### src/rtl/vga_pkg.sv
// Shared VGA timing constants and colour types
// for the 640x480@60 raster pipeline.
package vga_pkg;

  localparam int CNT_W = 10;
  localparam int FCNT_W = 8;

  localparam int H_DISPLAY_DEF = 640;
  localparam int H_FRONT_DEF = 16;
  localparam int H_SYNC_DEF = 96;
  localparam int H_BACK_DEF = 48;

  localparam int V_DISPLAY_DEF = 480;
  localparam int V_FRONT_DEF = 10;
  localparam int V_SYNC_DEF = 2;
  localparam int V_BACK_DEF = 33;

  localparam int H_TOTAL_DEF = H_DISPLAY_DEF +
    H_FRONT_DEF + H_SYNC_DEF + H_BACK_DEF;
  localparam int V_TOTAL_DEF = V_DISPLAY_DEF +
    V_FRONT_DEF + V_SYNC_DEF + V_BACK_DEF;

  typedef logic [1:0] color_t;

  typedef struct packed {
    color_t r;
    color_t g;
    color_t b;
  } rgb_t;

endpackage

### src/rtl/vga_axis_counter.sv
// One raster axis: wrapping counter plus
// display-window and sync-window decode.
module vga_axis_counter
  import vga_pkg::*;
#(
  parameter int DISPLAY = 640,
  parameter int FRONT = 16,
  parameter int SYNC = 96,
  parameter int BACK = 48
) (
  input  logic             clk,
  input  logic             rst_n,
  input  logic             enable,
  output logic [CNT_W-1:0] count,
  output logic             wrap,
  output logic             in_display,
  output logic             in_sync
);

  localparam int TOTAL = DISPLAY + FRONT + SYNC + BACK;
  localparam int SYNC_LO = DISPLAY + FRONT;
  localparam int SYNC_HI = SYNC_LO + SYNC;

  if (TOTAL > (1 << CNT_W)) begin : g_chk
    $error("axis total exceeds 10-bit counter");
  end

  logic [CNT_W-1:0] r_count;
  logic             w_last;

  assign w_last = (r_count == CNT_W'(TOTAL - 1));

  always_ff @(posedge clk or negedge rst_n) begin
    if (!rst_n) begin
      r_count <= '0;
    end else if (enable) begin
      r_count <= w_last ? '0 : r_count + 1'b1;
    end
  end

  assign count = r_count;
  assign wrap = enable & w_last;
  assign in_display = (r_count < CNT_W'(DISPLAY));
  assign in_sync = (r_count >= CNT_W'(SYNC_LO)) &&
                   (r_count < CNT_W'(SYNC_HI));

endmodule

### src/rtl/vga_timing_gen.sv
// VGA raster timing and blanking; define VGA_OUT_REG_EN
// to register syncs, display_on and colour (+1 clk).
module vga_timing_gen
  import vga_pkg::*;
#(
  parameter int H_DISPLAY = H_DISPLAY_DEF,
  parameter int H_FRONT = H_FRONT_DEF,
  parameter int H_SYNC = H_SYNC_DEF,
  parameter int H_BACK = H_BACK_DEF,
  parameter int V_DISPLAY = V_DISPLAY_DEF,
  parameter int V_FRONT = V_FRONT_DEF,
  parameter int V_SYNC = V_SYNC_DEF,
  parameter int V_BACK = V_BACK_DEF,
  parameter bit SYNC_ACTIVE_HIGH = 1'b0
) (
  input  logic              clk,
  input  logic              rst_n,
  input  logic [1:0]        r_in,
  input  logic [1:0]        g_in,
  input  logic [1:0]        b_in,
  output logic [CNT_W-1:0]  pix_x,
  output logic [CNT_W-1:0]  pix_y,
  output logic              display_on,
  output logic              hsync,
  output logic              vsync,
  output logic              line_start,
  output logic              frame_start,
  output logic [FCNT_W-1:0] frame_cnt,
  output logic [1:0]        r_out,
  output logic [1:0]        g_out,
  output logic [1:0]        b_out
);

  logic [CNT_W-1:0]  w_h;
  logic [CNT_W-1:0]  w_v;
  logic              w_h_wrap;
  logic              w_v_wrap;
  logic              w_h_disp;
  logic              w_v_disp;
  logic              w_h_sync;
  logic              w_v_sync;
  logic              w_de;
  logic              w_hs;
  logic              w_vs;
  rgb_t              w_in;
  rgb_t              w_rgb;
  rgb_t              w_pin;
  logic [FCNT_W-1:0] r_frame_cnt;

  vga_axis_counter #(
    .DISPLAY(H_DISPLAY),
    .FRONT  (H_FRONT),
    .SYNC   (H_SYNC),
    .BACK   (H_BACK)
  ) u_h (
    .clk       (clk),
    .rst_n     (rst_n),
    .enable    (1'b1),
    .count     (w_h),
    .wrap      (w_h_wrap),
    .in_display(w_h_disp),
    .in_sync   (w_h_sync)
  );

  vga_axis_counter #(
    .DISPLAY(V_DISPLAY),
    .FRONT  (V_FRONT),
    .SYNC   (V_SYNC),
    .BACK   (V_BACK)
  ) u_v (
    .clk       (clk),
    .rst_n     (rst_n),
    .enable    (w_h_wrap),
    .count     (w_v),
    .wrap      (w_v_wrap),
    .in_display(w_v_disp),
    .in_sync   (w_v_sync)
  );

  always_ff @(posedge clk or negedge rst_n) begin
    if (!rst_n) begin
      r_frame_cnt <= '0;
    end else if (w_v_wrap) begin
      r_frame_cnt <= r_frame_cnt + 1'b1;
    end
  end

  assign pix_x = w_h;
  assign pix_y = w_v;
  assign frame_cnt = r_frame_cnt;
  assign line_start = (w_h == '0);
  assign frame_start = line_start && (w_v == '0);

  // Idle level is the inverse of the asserted level.
  assign w_de = w_h_disp & w_v_disp;
  assign w_hs = ~(w_h_sync ^ SYNC_ACTIVE_HIGH);
  assign w_vs = ~(w_v_sync ^ SYNC_ACTIVE_HIGH);
  assign w_in = {r_in, g_in, b_in};
  assign w_rgb = w_de ? w_in : '0;

`ifdef VGA_OUT_REG_EN
  logic r_de;
  logic r_hs;
  logic r_vs;
  rgb_t r_rgb;

  always_ff @(posedge clk or negedge rst_n) begin
    if (!rst_n) begin
      r_de  <= 1'b0;
      r_hs  <= ~SYNC_ACTIVE_HIGH;
      r_vs  <= ~SYNC_ACTIVE_HIGH;
      r_rgb <= '0;
    end else begin
      r_de  <= w_de;
      r_hs  <= w_hs;
      r_vs  <= w_vs;
      r_rgb <= w_rgb;
    end
  end

  assign display_on = r_de;
  assign hsync = r_hs;
  assign vsync = r_vs;
  assign w_pin = r_rgb;
`else
  assign display_on = w_de;
  assign hsync = w_hs;
  assign vsync = w_vs;
  assign w_pin = w_rgb;
`endif

  assign r_out = w_pin.r;
  assign g_out = w_pin.g;
  assign b_out = w_pin.b;

endmodule

### config.mk
export PLATFORM = sky130hd
export DESIGN_NAME = vga_timing_gen
export DESIGN_NICKNAME = d
export VERILOG_FILES = /design/src/rtl/vga_pkg.sv /design/src/rtl/vga_axis_counter.sv /design/src/rtl/vga_timing_gen.sv
export SDC_FILE = /design/constraint.sdc
export NUM_CORES = 1
export LEC_CHECK = 0
export CORE_AREA = 2 2 60 62
export CTS_BUF_LIST = sky130_fd_sc_hd__clkbuf_8
export DETAILED_ROUTE_END_ITERATION = 6
export DIE_AREA = 0 0 62 64
export PLACE_DENSITY_LB_ADDON = 0.08
export SKIP_CTS_REPAIR_TIMING = 1
export SLEW_MARGIN = 20
export SYNTH_ARGS = -nofsm -noshare
export SYNTH_HDL_FRONTEND = slang
export SYNTH_SLANG_ARGS = --single-unit
### constraint.sdc
create_clock -name clk -period 2.6 [get_ports clk]
set_input_delay 0.78 -clock clk [delete_from_list [all_inputs] [get_ports clk]]
set_output_delay 0.78 -clock clk [all_outputs]
set_load 0.05 [all_outputs]
======== Word-level counts from Yosys, hierarchy flattened ========
Cells that the tools add are included.
word-level totals
  flip-flop bits (word level) ............. 28
  logic and storage cells ................. 26
  input port bits ......................... 8
cells by class
  bitwise logic cells ..................... 4
  reductions and logical operators ........ 5
  order comparisons ....................... 6
  multiplexer cells ....................... 3
  equality and inequality tests ........... 2
  $add $sub $neg .......................... 3
operators with widths
  operator               count
  $add 10x1->10 const B  2
  $eq 10x10->1 const B   2
  $logic_not 10->1       2
  $lt 10x10->1 const B   2
  $lt 10x9->1 const B    2
  $mux 10                2
  $ge 10x10->1 const B   1
  $ge 10x9->1 const B    1
  $add 8x1->8 const B    1
  $mux 6                 1
  $logic_and 1x1->1      3
  $and 1x1->1            2
  $not 1->1              2

======== Depth between registers and ports, before layout ========
  depth in word-level cells ............... 3
  depth in mapped cells ................... 6

======== Hierarchy ========
A second synthesis with hierarchy kept.
second synthesis, totals
  cells, all modules ...................... 163
  area, all modules ....................... 1594.0 sq um
by module, submodules not included
  module                  sequential area each (sq um)  instances  cells an instance  area an instance (sq um)
  vga_axis_counter (u_v)  250.2                         1          60                 580.6
  vga_axis_counter (u_h)  250.2                         1          60                 564.3
  vga_timing_gen          200.2                         1          43                 449.2

======== Least setup slack after synthesis ========
OpenSTA, ideal clock, no wires.
  path type ............................... register to output
  start point ............................. register u_h.r_count[4], in the netlist u_h.count[4]
  end point ............................... output frame_start
  stages on the path, launching flop included .. 4
  buffers on the path ..................... 0
  data required time ...................... 1820 ps
  setup slack ............................. -1636 ps
  data arrival time ....................... 3456 ps
  path through ............................ dfrtp_1 or4_1 nor4_1 and4_1
on the way
  cells in the longest elaborated chain, start to end .. 2
RTL lines
  element                 line                    RTL
  from (decl)             vga_axis_counter.sv:28  logic [CNT_W-1:0] r_count;
  from (signal assigned)  vga_axis_counter.sv:37  r_count <= w_last ? '0 : r_count + 1'b1;
  $logic_not 10->1        vga_timing_gen.sv:91    assign line_start = (w_h == '0);
  named net line_start    vga_timing_gen.sv:26    output logic line_start,
  $logic_and 1x1->1       vga_timing_gen.sv:92    assign frame_start = line_start && (w_v == '0);
  to (decl)               vga_timing_gen.sv:27    output logic frame_start,
The timed path passes the listed nets, and every way through them passes these cells.

======== Worst setup path in the final report ========
  start point ............................. register u_h.r_count[4], in the netlist u_h.count[4]
  end point ............................... output frame_start
on the way
  cells in the longest elaborated chain, start to end .. 2
RTL lines
  element            line
  $logic_not 10->1   vga_timing_gen.sv:91
  $logic_and 1x1->1  vga_timing_gen.sv:92
Every way passes these cells.

==> impl_metrics.yaml <==
outcome:
  status: "finished with violations"
  violations: "negative setup slack"
power:
  irDropWorstVdd_uv: 256
  p_per_area_nw_per_um2: 335
  power.leakage_nw: 0.988
critical_path:
  crit_type: "reg -> out"
  cp_max_fo: 6
  worstRegToRegCells: 4
  regToRegStartpoint: "u_h.count[6]"
  critPathRequiredTime_ps: 1820
  r2r-end: "frame_cnt[1]"
  crit_path_start_kind: "flip-flop"
  critPathCaptureType: "output port"
  cp.arrival_ps: 1860
  r2r_slack_ps: 190
min_path:
  worstHoldPathType: "reg -> reg"
  holdPathEnd: "frame_cnt[7]"
  hp-start: "frame_cnt[7]"
  min_path_cells: 1
layout:
  layout-drive-gt1-share: 0.222
  instances_no_fill: 258
  fin_nets: 226
  design_area_um2: 2310
  syn_to_final_growth_pct: 52.0
  diodes: 0
synthesis:
  syn-num-nets: 168
  avgSynthCellArea_um2: 9.82
  postSynthCellCount: 155
  ys_seq_area_frac: 0.461
  syn_area_um2: 1520
  synth.distinct_cells: 32
  synth_seq_cells: 28
  yosysWarnings: 0
die:
  initial_core_util: 0.463
  core_um2: 3280
  die_h_um: 64
  num_rows: 21
  die_w_um: 62
  pin_count: 47
  dieArea_um2: 3970
detailed_routing:
  drc_errors: 0
  wl_per_cell_um: 14.1
  vias: 1332
  route.detailed.vias_per_inst: 5.16
  wirelength_um: 3640
  ant_nets: 0
  initialDrtViolationCount: 58
  first_pass_iters: 4
clocking:
  cts_tree: "done"
  clock_sinks: 28
  cts_root_buf: "clkbuf_8"
  cts_buffers: 3
  htree_levels: 1
  clk_pin_slew_ps: 100
  clk_path_buf_depth: 2
  worstSkewPairLatency_ps: 280
placement:
  gp_congestion: 0.922
  dpl.cell_count: 250
  dp_hpwl_um: 2760
  placed_area_um2: 2230
  io_buffers: 46
global_route:
  grt_max_degree: 29
  antenna_found_initial: 0
  grt_pass1_wl_um: 6010
  track_usage: 0.199
  overflow: 0
  first_global_vias: 1257
sta:
  skew_ps: 4.12
  setup_viol: 1
  rsz0062_at_grt: "true"
  finalHoldViolCount: 0
  tightestPinTransition_ps: 509
  min_period_ps: 2640
  max_freq_ghz: 0.378
  post-route-period-util: 1.02
  slew_headroom: 0.660
  fin_ws_ps: -42.2
  drv_slew: 0
flow_run:
  maxCapViolCount: 0
[final cells by class]
class	count	area [um2]
Fill cell	252	972
Multi-Input combinational cell	113	812
Sequential cell	28	706
Timing Repair Buffer	58	648
Tap cell	46	57.6
Clock buffer	4	55.1
Inverter	9	33.8
[layer usage]
metal / GRT usage / vias up / share of wire / wire length (um)
li1: - / 658 / - / -
met1: 0.295 / 631 / 0.47 / 1690
met2: 0.290 / 38 / 0.47 / 1710
met3: 0.0405 / 5 / 0.053 / 194
met4: 0.0559 / 0 / 0.012 / 42
met5: 0 / - / 0 / 0
[critical path: stages (launching register included)]
cell and delay (ps):
dfrtp_2 450, or4_4 560, nor4_4 170, and4_4 270
buf_12 140
[worst max-delay path by stage]
stage,from,to,cells after the start
2_1_floorplan,u_h.count[4],frame_start,3
3_3_place_gp,u_h.count[6],frame_cnt[1],4
3_5_place_dp,u_h.count[6],frame_cnt[1],4
4_1_cts,u_h.count[4],frame_start,4
5_1_grt,u_h.count[4],frame_start,4
6_report,u_h.count[4],frame_start,4
[stage by stage]
stage               utilization  power, mW  setup slack [ps]  hold WS, ps  setup TNS (ps)
global route              0.704      0.801             -95.5          509           -95.5
global placement          0.678      0.511               253          455               0
detailed placement        0.678      0.512               190          464               0
floorplan                     -      0.469              -324          484            -324
finish                    0.704      0.775             -42.2          473           -42.2
CTS                       0.694      0.779             -69.1          476           -69.1
[cell families (layout without fill, tap and decap cells)]
family,count (synthesis),count (layout),synth area share
AOI/OAI and AO/OA,10,10,0.0419
and+or+nand+nor,76,76,0.289
muxes,2,2,0.0140
buffers and inverters,14,71,0.0378
xor gates and xnor gates,20,20,0.115
adders and majority gates,5,5,0.0411
DFF,28,28,0.461
[cells in the final DEF, fill, tap and decap left out, types with 8 or more instances in the layout]
| cell | n |
|---|---|
| xnor2_1 | 8 |
| nor2_1 | 13 |
| clkdlybuf4s50_1 | 35 |
| xor2_1 | 12 |
| inv_1 | 9 |
| dfrtp_1 | 24 |
| nand4_1 | 8 |
| buf_12 | 10 |
| buf_4 | 13 |
| nand3_1 | 11 |
[cell usage after synthesis]
cell type	count	area (um2)
nor4_2	3	37.5
or4_1	2	15.0
nand4b_1	1	8.76
and3_1	1	6.26
xnor2_1	8	70.1
nor2_1	13	48.8
nand4_1	8	50.1
o31ai_1	1	7.51
or2_2	1	6.26
buf_2	1	5.00
and2_1	7	43.8
or4b_1	1	10.0
buf_4	1	7.51
mux2_1	1	11.3
a22o_1	1	8.76
nor3_1	7	35.0
nor2_4	1	11.3
nor4_1	6	37.5
clkbuf_1	3	11.3
nand2_1	7	26.3
inv_1	9	33.8
nand3_1	11	55.1
o21a_1	2	15.0
nor2b_1	3	18.8
dfrtp_1	28	701
mux2i_1	1	10.0
ha_1	5	62.6
or3_1	2	12.5
o22ai_1	2	12.5
o21ai_0	4	20.0
and4_1	2	17.5
xor2_1	12	105
[power breakdown]
group / internal (mW) / switching [mW] / total, mW
registers: 0.435 / 0 / 0.435
logic: 0.0344 / 0.0327 / 0.0671
clock network: 0.136 / 0.137 / 0.272
[sequential cells by signal, summed over array words and instances (netlist names)]
name / cells
frame_cnt: 8
u_h.count: 10
u_v.count: 10
No activity file was read; power rests on OpenSTA's default activity.
